===== config.mk =====
export PLATFORM = sky130hd
export DESIGN_NAME = morse_keyer
export DESIGN_NICKNAME = d
export VERILOG_FILES = /design/src/rtl/morse_pkg.sv /design/src/rtl/morse_rom.sv /design/src/rtl/morse_keyer.sv
export SDC_FILE = /design/constraint.sdc
export NUM_CORES = 1
export LEC_CHECK = 0
export CAP_MARGIN = 20
export CORE_AREA = 5 5 60 62
export CTS_BUF_LIST = sky130_fd_sc_hd__clkbuf_16
export DETAILED_ROUTE_END_ITERATION = 12
export DIE_AREA = 0 0 65 67
export PLACE_DENSITY = 0.69
export REMOVE_ABC_BUFFERS = 1
export SYNTH_ARGS = -nofsm -noshare
export SYNTH_HDL_FRONTEND = slang
export SYNTH_SLANG_ARGS = --single-unit

===== constraint.sdc =====
create_clock -name clk -period 1.6 [get_ports clk]
set_input_delay 0.24 -clock clk [delete_from_list [all_inputs] [get_ports clk]]
set_output_delay 0.24 -clock clk [all_outputs]
set_load 0.03 [all_outputs]

===== src/rtl/morse_pkg.sv =====
// morse_pkg: shared definitions for the Morse keying stage.
//   - Element/gap durations in Morse units.
//   - Character code values (0..25 letters, 26 word space, 27..31 invalid).
//   - Keyer FSM state encoding.
//   - elem_units(): unit count for a single element from its pattern bit.
package morse_pkg;

  localparam logic [2:0] DOT_UNITS        = 3'd1;
  localparam logic [2:0] DASH_UNITS       = 3'd3;
  localparam logic [2:0] ELEM_GAP_UNITS   = 3'd1;
  localparam logic [2:0] LETTER_GAP_UNITS = 3'd3;
  localparam logic [2:0] WORD_GAP_UNITS   = 3'd7;

  localparam logic [4:0] CODE_SPACE      = 5'd26;
  localparam logic [4:0] CODE_MAX_LETTER = 5'd25;

  typedef enum logic [1:0] {
    ST_IDLE  = 2'd0,
    ST_MARK  = 2'd1,
    ST_SPACE = 2'd2,
    ST_GAP   = 2'd3
  } morse_state_e;

  // Pattern bit 1 = dash, 0 = dot.
  function automatic logic [2:0] elem_units(input logic is_dash);
    return is_dash ? DASH_UNITS : DOT_UNITS;
  endfunction

endpackage


===== src/rtl/morse_rom.sv =====
// morse_rom: combinational letter lookup.
//   code    [4:0] : character code, 0..25 = A..Z
//   len     [2:0] : number of elements (1..4); 0 for codes 26..31
//   pattern [3:0] : elements left-aligned, pattern[3] is sent first,
//                   1 = dash, 0 = dot; unused low bits are 0
module morse_rom (
  input  logic [4:0] code,
  output logic [2:0] len,
  output logic [3:0] pattern
);

  always_comb begin
    len     = 3'd0;
    pattern = 4'b0000;
    case (code)
      5'd0:  begin len = 3'd2; pattern = 4'b0100; end // A .-
      5'd1:  begin len = 3'd4; pattern = 4'b1000; end // B -...
      5'd2:  begin len = 3'd4; pattern = 4'b1010; end // C -.-.
      5'd3:  begin len = 3'd3; pattern = 4'b1000; end // D -..
      5'd4:  begin len = 3'd1; pattern = 4'b0000; end // E .
      5'd5:  begin len = 3'd4; pattern = 4'b0010; end // F ..-.
      5'd6:  begin len = 3'd3; pattern = 4'b1100; end // G --.
      5'd7:  begin len = 3'd4; pattern = 4'b0000; end // H ....
      5'd8:  begin len = 3'd2; pattern = 4'b0000; end // I ..
      5'd9:  begin len = 3'd4; pattern = 4'b0111; end // J .---
      5'd10: begin len = 3'd3; pattern = 4'b1010; end // K -.-
      5'd11: begin len = 3'd4; pattern = 4'b0100; end // L .-..
      5'd12: begin len = 3'd2; pattern = 4'b1100; end // M --
      5'd13: begin len = 3'd2; pattern = 4'b1000; end // N -.
      5'd14: begin len = 3'd3; pattern = 4'b1110; end // O ---
      5'd15: begin len = 3'd4; pattern = 4'b0110; end // P .--.
      5'd16: begin len = 3'd4; pattern = 4'b1101; end // Q --.-
      5'd17: begin len = 3'd3; pattern = 4'b0100; end // R .-.
      5'd18: begin len = 3'd3; pattern = 4'b0000; end // S ...
      5'd19: begin len = 3'd1; pattern = 4'b1000; end // T -
      5'd20: begin len = 3'd3; pattern = 4'b0010; end // U ..-
      5'd21: begin len = 3'd4; pattern = 4'b0001; end // V ...-
      5'd22: begin len = 3'd3; pattern = 4'b0110; end // W .--
      5'd23: begin len = 3'd4; pattern = 4'b1001; end // X -..-
      5'd24: begin len = 3'd4; pattern = 4'b1011; end // Y -.--
      5'd25: begin len = 3'd4; pattern = 4'b1100; end // Z --..
      default: begin len = 3'd0; pattern = 4'b0000; end
    endcase
  end

endmodule


===== src/rtl/morse_keyer.sv =====
// morse_keyer: turns one character code per handshake into Morse keying on w.
//   clk        : rising-edge clock
//   reset      : asynchronous, active-high
//   char_valid : upstream presents a character on char_code
//   char_code  : 0..25 = A..Z, 26 = word space, 27..31 = invalid (dropped)
//   char_ready : high exactly while the FSM is IDLE
//   w          : registered keying line, 1 = mark
//   busy       : inverse of char_ready
//   dbg_state  : current FSM state, for observation only
//
// Handshake: a character transfers on a rising edge where char_valid and
// char_ready are both high; char_code is sampled only on that edge. The
// producer may hold char_valid high and the next transfer happens on the
// first edge where the keyer is IDLE again. Reset overrides any transfer.
module morse_keyer
  import morse_pkg::*;
#(
  parameter int UNIT_CYCLES = 4
) (
  input  logic         clk,
  input  logic         reset,
  input  logic         char_valid,
  input  logic [4:0]   char_code,
  output logic         char_ready,
  output logic         w,
  output logic         busy,
  output morse_state_e dbg_state
);

  localparam int CYC_W = (UNIT_CYCLES > 1) ? $clog2(UNIT_CYCLES) : 1;
  localparam logic [CYC_W-1:0] CYC_LAST = CYC_W'(UNIT_CYCLES - 1);

  morse_state_e     state_q, state_d;
  logic [3:0]       pat_q, pat_d;
  logic [2:0]       len_q, len_d;
  logic [1:0]       idx_q, idx_d;
  logic [2:0]       unit_q, unit_d;
  logic [CYC_W-1:0] cyc_q, cyc_d;

  logic [2:0] rom_len;
  logic [3:0] rom_pat;
  logic       unit_end;
  logic       expired;
  logic [1:0] next_idx;

  morse_rom u_rom (
    .code    (char_code),
    .len     (rom_len),
    .pattern (rom_pat)
  );

  assign unit_end = (cyc_q == CYC_LAST);
  // A zero-unit load (invalid code) expires on its first cycle, which gives
  // the one-cycle busy pulse for dropped codes.
  assign expired  = (unit_q == 3'd0) || ((unit_q == 3'd1) && unit_end);
  assign next_idx = idx_q + 2'd1;

  always_comb begin
    state_d = state_q;
    pat_d   = pat_q;
    len_d   = len_q;
    idx_d   = idx_q;
    cyc_d   = unit_end ? '0 : cyc_q + 1'b1;
    unit_d  = (unit_end && unit_q != 3'd0) ? unit_q - 3'd1 : unit_q;

    case (state_q)
      ST_IDLE: begin
        cyc_d  = '0;
        unit_d = 3'd0;
        idx_d  = 2'd0;
        if (char_valid) begin
          if (char_code <= CODE_MAX_LETTER) begin
            state_d = ST_MARK;
            pat_d   = rom_pat;
            len_d   = rom_len;
            unit_d  = elem_units(rom_pat[3]);
          end else if (char_code == CODE_SPACE) begin
            state_d = ST_GAP;
            unit_d  = WORD_GAP_UNITS;
          end else begin
            state_d = ST_GAP;
            unit_d  = 3'd0;
          end
        end
      end

      ST_MARK: begin
        if (expired) begin
          cyc_d = '0;
          // More elements remain while idx < len-1.
          if ({1'b0, idx_q} < (len_q - 3'd1)) begin
            state_d = ST_SPACE;
            unit_d  = ELEM_GAP_UNITS;
          end else begin
            state_d = ST_GAP;
            unit_d  = LETTER_GAP_UNITS;
          end
        end
      end

      ST_SPACE: begin
        if (expired) begin
          cyc_d   = '0;
          idx_d   = next_idx;
          state_d = ST_MARK;
          // Pattern is left-aligned: element i lives at bit 3-i.
          unit_d  = elem_units(pat_q[2'd3 - next_idx]);
        end
      end

      ST_GAP: begin
        if (expired) begin
          state_d = ST_IDLE;
          cyc_d   = '0;
          unit_d  = 3'd0;
          idx_d   = 2'd0;
        end
      end

      default: begin
        state_d = ST_IDLE;
        cyc_d   = '0;
        unit_d  = 3'd0;
        idx_d   = 2'd0;
      end
    endcase
  end

  always_ff @(posedge clk or posedge reset) begin
    if (reset) begin
      state_q <= ST_IDLE;
      pat_q   <= 4'b0000;
      len_q   <= 3'd0;
      idx_q   <= 2'd0;
      unit_q  <= 3'd0;
      cyc_q   <= '0;
      w       <= 1'b0;
    end else begin
      state_q <= state_d;
      pat_q   <= pat_d;
      len_q   <= len_d;
      idx_q   <= idx_d;
      unit_q  <= unit_d;
      cyc_q   <= cyc_d;
      // Registered from the next state so w lines up with the MARK state.
      w       <= (state_d == ST_MARK);
    end
  end

  assign char_ready = (state_q == ST_IDLE);
  assign busy       = ~char_ready;
  assign dbg_state  = state_q;

endmodule


==> reports/metrics.cfg, run 1 <==
[yosys]
yosys-top-cells-area=dfrtp_1, ha_1, mux4_2
yosysSeqAreaShare=0.296
syn_area_per_cell_um2=9.85
synth-edff-count=0
synth-simple-area-share=0.187
synth_top_area_frac=0.296
synthXorXnorAreaFrac=0.0122
synth.area.mux_share=0.137
netlist_area_mm2=0.00144
yosys.area_share.adder=0.0957
syn_inst=146
synthFlopType=dfrtp_1
yosys_warnings=0
synth-seq-cells=17
yosysTopAreaCell=dfrtp_1
async_flop_share=1.00
synth-compound-area-share=0.185
netlist-cell-type-count=52
synth_top_family_by_area=simple AND/OR/NAND/NOR gates

[sta]
timing.final.ws_setup_ns=-0.0137
slew_viol_final=0
timing.final.crit_share=1.01
period_needed_ns=1.61
rsz0062_at_grt=yes
setup-violations-final=1
fin_skew_ns=0.000958
hold_violations=0
worst_hold_slack_ns=0.296
maxSlewHeadroom=0.784
timing.fmax_ghz=0.620
max_slew.worst_pin.slew_ns=0.320

[critical_path]
crit_fanout=2
critPathCaptureType=register
cpMostUsedCell=ha_4
crit_chain=inv_2 > ha_4 > ha_4 > o21ai_2 > a211oi_2 > nor3_2 > o211ai_1
critPathLaunchType=register
path_delay_family=compound AO/OA/AOI/OAI gates
critPathKind=register to register
slowest_delay_ns=0.39
cpMaxStageDelayCell=dfrtp_1
arrival_ns=1.78
critical_path_required_ns=1.76
crit_buf_inv=1

[cells_and_area]
final_cell_mix=buf_4, dfrtp_1, nor2b_1, nand2_1, a21oi_1
fill_cells=215
antenna_cells=0
syn_to_final_growth_pct=37.7
final_nets=205
final_common_cell=buf_4
drive_gt1_frac=0.400
stdcell_count=218

[cts]
cts_tree=yes
cts_buffers=3
clock_latency_ns=0.25
cts_root_buf=clkbuf_16
cts_sinks=17
htree_levels=1
clk_pin_slew_ns=0.05
ctsLongestPathBuffers=2

[pwr]
seq_power_share=0.240
power_density_mw_per_mm2=1540
combPwrFrac=0.596
ir_worst_vdd_v=0.000547
switchingPower_mw=1.22
internal_power_mw=1.83
p_clk_frac=0.164
switching_share=0.400
p_leak_nw=0.891

[global_routing]
grt_pass1_vias=1346
antenna_found_initial=0
grtUsageTotal=0.173
grt_max_degree=18
grt_overflow=0
grt_pass1_wl_mm=5.83

[floorplan]
start_util=0.483
die_height_um=67
rows=20
fp.coreArea_mm2=0.00298
die_x_um=65
ios=13
dieArea_mm2=0.00436

[drt]
first_pass_iters=4
vias=1288
drcViolationCount=0
wire_per_inst_um=15.6
vias_per_cell=5.91
final_antenna_net_count=0
wl_mm=3.40
first_iter_violations=54

[placed_design]
dp.cells=212
dpl.hpwl_mm=2.52
gp_congestion=0.876
port-buffer-count=12

[outcome]
failed_checks=negative setup slack
outcome=complete, but fails checks

[hold_path]
hold_path.class=input port to async pin

[flow_run]
cap_viol_max_count=0

[per-stage QoR]
stage	area (um^2)	utilization	setup WS (ns)	TNS [ns]	power, mW
2_1_floorplan	1370	-	-0.363	-2.81	1.73
3_3_place_gp	1760	0.591	-0.533	-5.12	2.22
3_5_place_dp	1760	0.591	-0.599	-5.67	2.29
4_1_cts	1890	0.635	-0.0364	-0.0364	2.88
5_1_grt	1980	0.665	-0.0736	-0.147	3.28
6_report	1980	0.665	-0.0137	-0.0137	3.05
[worst paths after layout]
path,start,endpoint,slack (ns),cells after the start
setup / recovery,len_q[1]$_DFFE_PP0P_,unit_q[1]$_DFF_PP0_,-0.01,7
hold / removal,reset,idx_q[1]$_DFFE_PP0P_,0.30,3
setup reg to reg,len_q[1]$_DFFE_PP0P_,unit_q[1]$_DFF_PP0_,-0.01,7
hold reg to reg,cyc_q[0]$_DFF_PP0_,cyc_q[0]$_DFF_PP0_,0.46,1
max in group asynchronous,reset,pat_q[1]$_DFFE_PP0P_,1.12,3
min in group clk,cyc_q[0]$_DFF_PP0_,cyc_q[0]$_DFF_PP0_,0.46,1
[layer usage]
metal,up-vias,part of all wire,track usage
met1,604,0.39,0.179
li1,610,-,-
met4,0,0.045,0.0923
met2,56,0.51,0.332
met3,18,0.055,0.0253
met5,-,0,0
[Yosys cell counts, types with 2 or more instances]
cell,count
dfrtp_1,17
ha_1,11
nor2b_1,10
inv_1,9
a21oi_1,7
nand2_1,7
o21ai_0,7
nor2_1,6
mux2i_1,5
mux2_2,4
mux4_2,4
o31ai_1,4
buf_6,3
clkbuf_1,3
nor3b_1,3
a211oi_1,2
a31oi_1,2
nand2b_1,2
nor3_1,2
nor4_1,2
o211ai_1,2
o21a_1,2
o21ai_1,2
or2_1,2
[sequential cells by signal, summed over array words and instances (netlist names)]
| signal | flops |
|---|---|
| len_q | 3 |
| dbg_state | 2 |
| w | 1 |
| pat_q | 4 |
| idx_q | 2 |
| unit_q | 3 |
| cyc_q | 2 |
[area by class of cell]
cell class,count,area (um^2),area share
clock buffers,3,75.1,0.0379
clock inverters,1,3.75,0.00190
multi-input cells,109,991,0.501
flip-flops and latches,17,425,0.215
inverters,11,56.3,0.0284
repair buffers,44,387,0.195
well taps,33,41.3,0.0209
[cell families after synthesis]
family	after synthesis
DFF	17
muxes	14
adders and majority gates	11
buffers and inverters	20
and+or+nand+nor	44
AOI/OAI and AO/OA	38
xor gates and xnor gates	2
[worst reg2reg max path, delay by kind of cell (launching register included)]
kind	cells	cell delay, ns
buf+inv	1	0.07
flops	1	0.39
simple gates	1	0.08
fa+ha+maj	2	0.46
compound gates	3	0.54
[repair_timing]
| item | CTS | global route |
|---|---|---|
| endpoints found under the setup margin | 14 | 14 |
| gates resized for setup | 15 | 21 |
| hold buffers | 0 | 0 |
| buffers inserted | 1 | 0 |
| pin swaps | 4 | 3 |
| endpoints found under the hold margin | 0 | 0 |
| gates cloned | 1 | 0 |
[power groups by stage]
stage	Sequential [mW]	Clock, mW	Combinational [mW]
2_1_floorplan	0.844	0	0.883
3_3_place_gp	0.723	0	1.50
3_5_place_dp	0.730	0	1.56
4_1_cts	0.724	0.508	1.65
5_1_grt	0.761	0.528	2.00
6_report	0.733	0.499	1.82
Note: power is estimated with default switching activity, not from simulation.
==> run 2, diff against run 1 <==
--- a/config.mk
+++ b/config.mk
@@ -12,6 +12,8 @@
 export DIE_AREA = 0 0 65 67
 export PLACE_DENSITY = 0.69
 export REMOVE_ABC_BUFFERS = 1
+export SKIP_CTS_REPAIR_TIMING = 1
+export SLEW_MARGIN = 0
 export SYNTH_ARGS = -nofsm -noshare
 export SYNTH_HDL_FRONTEND = slang
 export SYNTH_SLANG_ARGS = --single-unit
==> run 2 against run 1 <==
Compared with the run above:
- largest power group unchanged
- design area is 1.6% lower
- final cell count down 0.46%
- global-route usage shrank 0.21 points
- the run still ends with negative setup slack left
- setup slack worse by 0.029 ns
- routed wire length is 4.8% higher
==> reports/metrics.cfg, run 2 (synthesis results as in run 1) <==
[critical_path]
critPathKind=register to register
arrival_ns=1.81  ; +0.03 ns
critPathLaunchType=register
crit_fanout=2  ; unchanged
critPathCaptureType=register
critical_path_required_ns=1.77  ; about the same

[sta]
worst_hold_slack_ns=0.293  ; -0.00300 ns
timing.final.ws_setup_ns=-0.0426  ; -0.0289 ns
setup-violations-final=2  ; +1
timing.final.crit_share=1.03  ; +0.0181
timing.fmax_ghz=0.609  ; -1.8%
fin_skew_ns=0.00132  ; +0.000365 ns
rsz0062_at_grt=yes
maxSlewHeadroom=0.769  ; -0.0153
hold_violations=0  ; unchanged
finalSetupTns_ns=-0.0483  ; -0.0346 ns
max_slew.worst_pin.slew_ns=0.347  ; +0.0271 ns
slew_viol_final=0  ; unchanged
period_needed_ns=1.64  ; +0.0289 ns

[global_routing]
grt_overflow=0  ; unchanged
antenna_found_initial=0  ; unchanged
grt_pass1_wl_mm=5.75  ; -1.3%
grt_max_degree=21  ; +3
grt_pass1_vias=1345  ; -0.074%
grtUsageTotal=0.171  ; -0.00215

[cells_and_area]
drive_gt1_frac=0.380  ; -0.0196
stdcell_count=217  ; -0.46%
final_common_cell=buf_4
regMostFlops=pat_q
final_cell_mix=buf_4, dfrtp_1, nor2b_1, nand2_1, a21oi_1
final_nets=204  ; -0.49%
final_area_mm2=0.00195  ; -1.6%
final_core_util=0.654  ; -0.0105
largest_reg_flops=4  ; unchanged
reg_top3=pat_q (4), len_q (3), unit_q (3)
antenna_cells=0  ; unchanged
syn_to_final_growth_pct=35.5

[drt]
wl_mm=3.57  ; +4.8%
first_pass_iters=5  ; +1
vias=1250  ; -3.0%
drcViolationCount=0  ; unchanged
first_iter_violations=81  ; +50%
vias_per_cell=5.76  ; -2.5%
wire_per_inst_um=16.4  ; +5.2%
final_antenna_net_count=0  ; unchanged

[placed_design]
pre_cts_ws_ns=-0.599  ; unchanged
placed_area_mm2=0.00176  ; unchanged
port-buffer-count=12  ; unchanged
gp_congestion=0.876  ; unchanged
dpl.hpwl_mm=2.52  ; unchanged
dp.cells=212  ; unchanged

[flow_run]
cap_viol_max_count=0  ; unchanged

[pwr]
combPwrFrac=0.587  ; -0.009
seq_power_share=0.245  ; +0.005
p_leak_nw=0.922  ; +3.5%
p_clk_frac=0.168  ; +0.004
power_density_mw_per_mm2=1540  ; -0.24%
ir_worst_vdd_v=0.000556  ; +1.6%
internal_power_mw=1.78  ; -2.7%
switchingPower_mw=1.22  ; -0.43%
switching_share=0.406  ; +0.00565
finalPower_mw=2.99  ; -1.8%

[hold_path]
hold_path.class=input port to async pin

[floorplan]
ios=13  ; unchanged
fp.coreArea_mm2=0.00298  ; unchanged
die_x_um=65  ; unchanged
die_height_um=67  ; unchanged
rows=20  ; unchanged
dieArea_mm2=0.00436  ; unchanged
start_util=0.483  ; unchanged

[cts]
clk_pin_slew_ns=0.05  ; about the same
cts_sinks=17  ; unchanged
ctsLongestPathBuffers=2  ; unchanged
clock_latency_ns=0.25  ; about the same
cts_tree=yes
htree_levels=1  ; unchanged
cts_root_buf=clkbuf_16
cts_buffers=3  ; unchanged

[outcome]
outcome=complete, but fails checks
failed_checks=negative setup slack

run 2: worst paths after layout:
| check | start | end | slack [ns] | cells after the start |
|---|---|---|---|---|
| max | len_q[1]$_DFFE_PP0P_ | unit_q[1]$_DFF_PP0_ | -0.04 | 7 |
| min in group clk | cyc_q[0]$_DFF_PP0_ | cyc_q[0]$_DFF_PP0_ | 0.46 | 1 |
| min | reset | dbg_state[0]$_DFF_PP0_ | 0.29 | 3 |
| max reg2reg | len_q[1]$_DFFE_PP0P_ | unit_q[1]$_DFF_PP0_ | -0.04 | 7 |
| min reg2reg | cyc_q[0]$_DFF_PP0_ | cyc_q[0]$_DFF_PP0_ | 0.46 | 1 |
| max in group asynchronous | reset | pat_q[1]$_DFFE_PP0P_ | 1.12 | 3 |
run 2: routing by layer:
layer	track usage	share of wire	up-vias
li1	-	-	606
met3	0.0253	0.046	11
met2	0.332	0.53	44
met1	0.174	0.40	589
met4	0.0897	0.027	0
met5	0	0	-
run 2: worst max-delay path, cell delays in order, from the launching register on:
cell and delay, ns:
dfrtp_1 0.34, inv_1 0.05, ha_1 0.29, ha_1 0.27, o21ai_1 0.07, a211oi_2 0.28
nor3_2 0.08, o211ai_1 0.18
run 2: area by class of cell:
class / instances / area, um^2
clock buffers: 3 / 75.1
clock inverters: 1 / 3.75
fillers: 216 / 1030
inverters: 11 / 53.8
multi-input cells: 109 / 956
flip-flops and latches: 17 / 425
well taps: 33 / 41.3
repair buffers: 43 / 393
run 2: power groups by stage:
stage                     Sequential [mW]  Combinational [mW]  Clock (mW)
final                               0.734                1.76       0.502
after global routing                0.762                1.91       0.527
after CTS                           0.723                1.58       0.508
after detailed placement            0.730                1.56           0
after global placement              0.723                1.50           0
after floorplan                     0.844               0.883           0
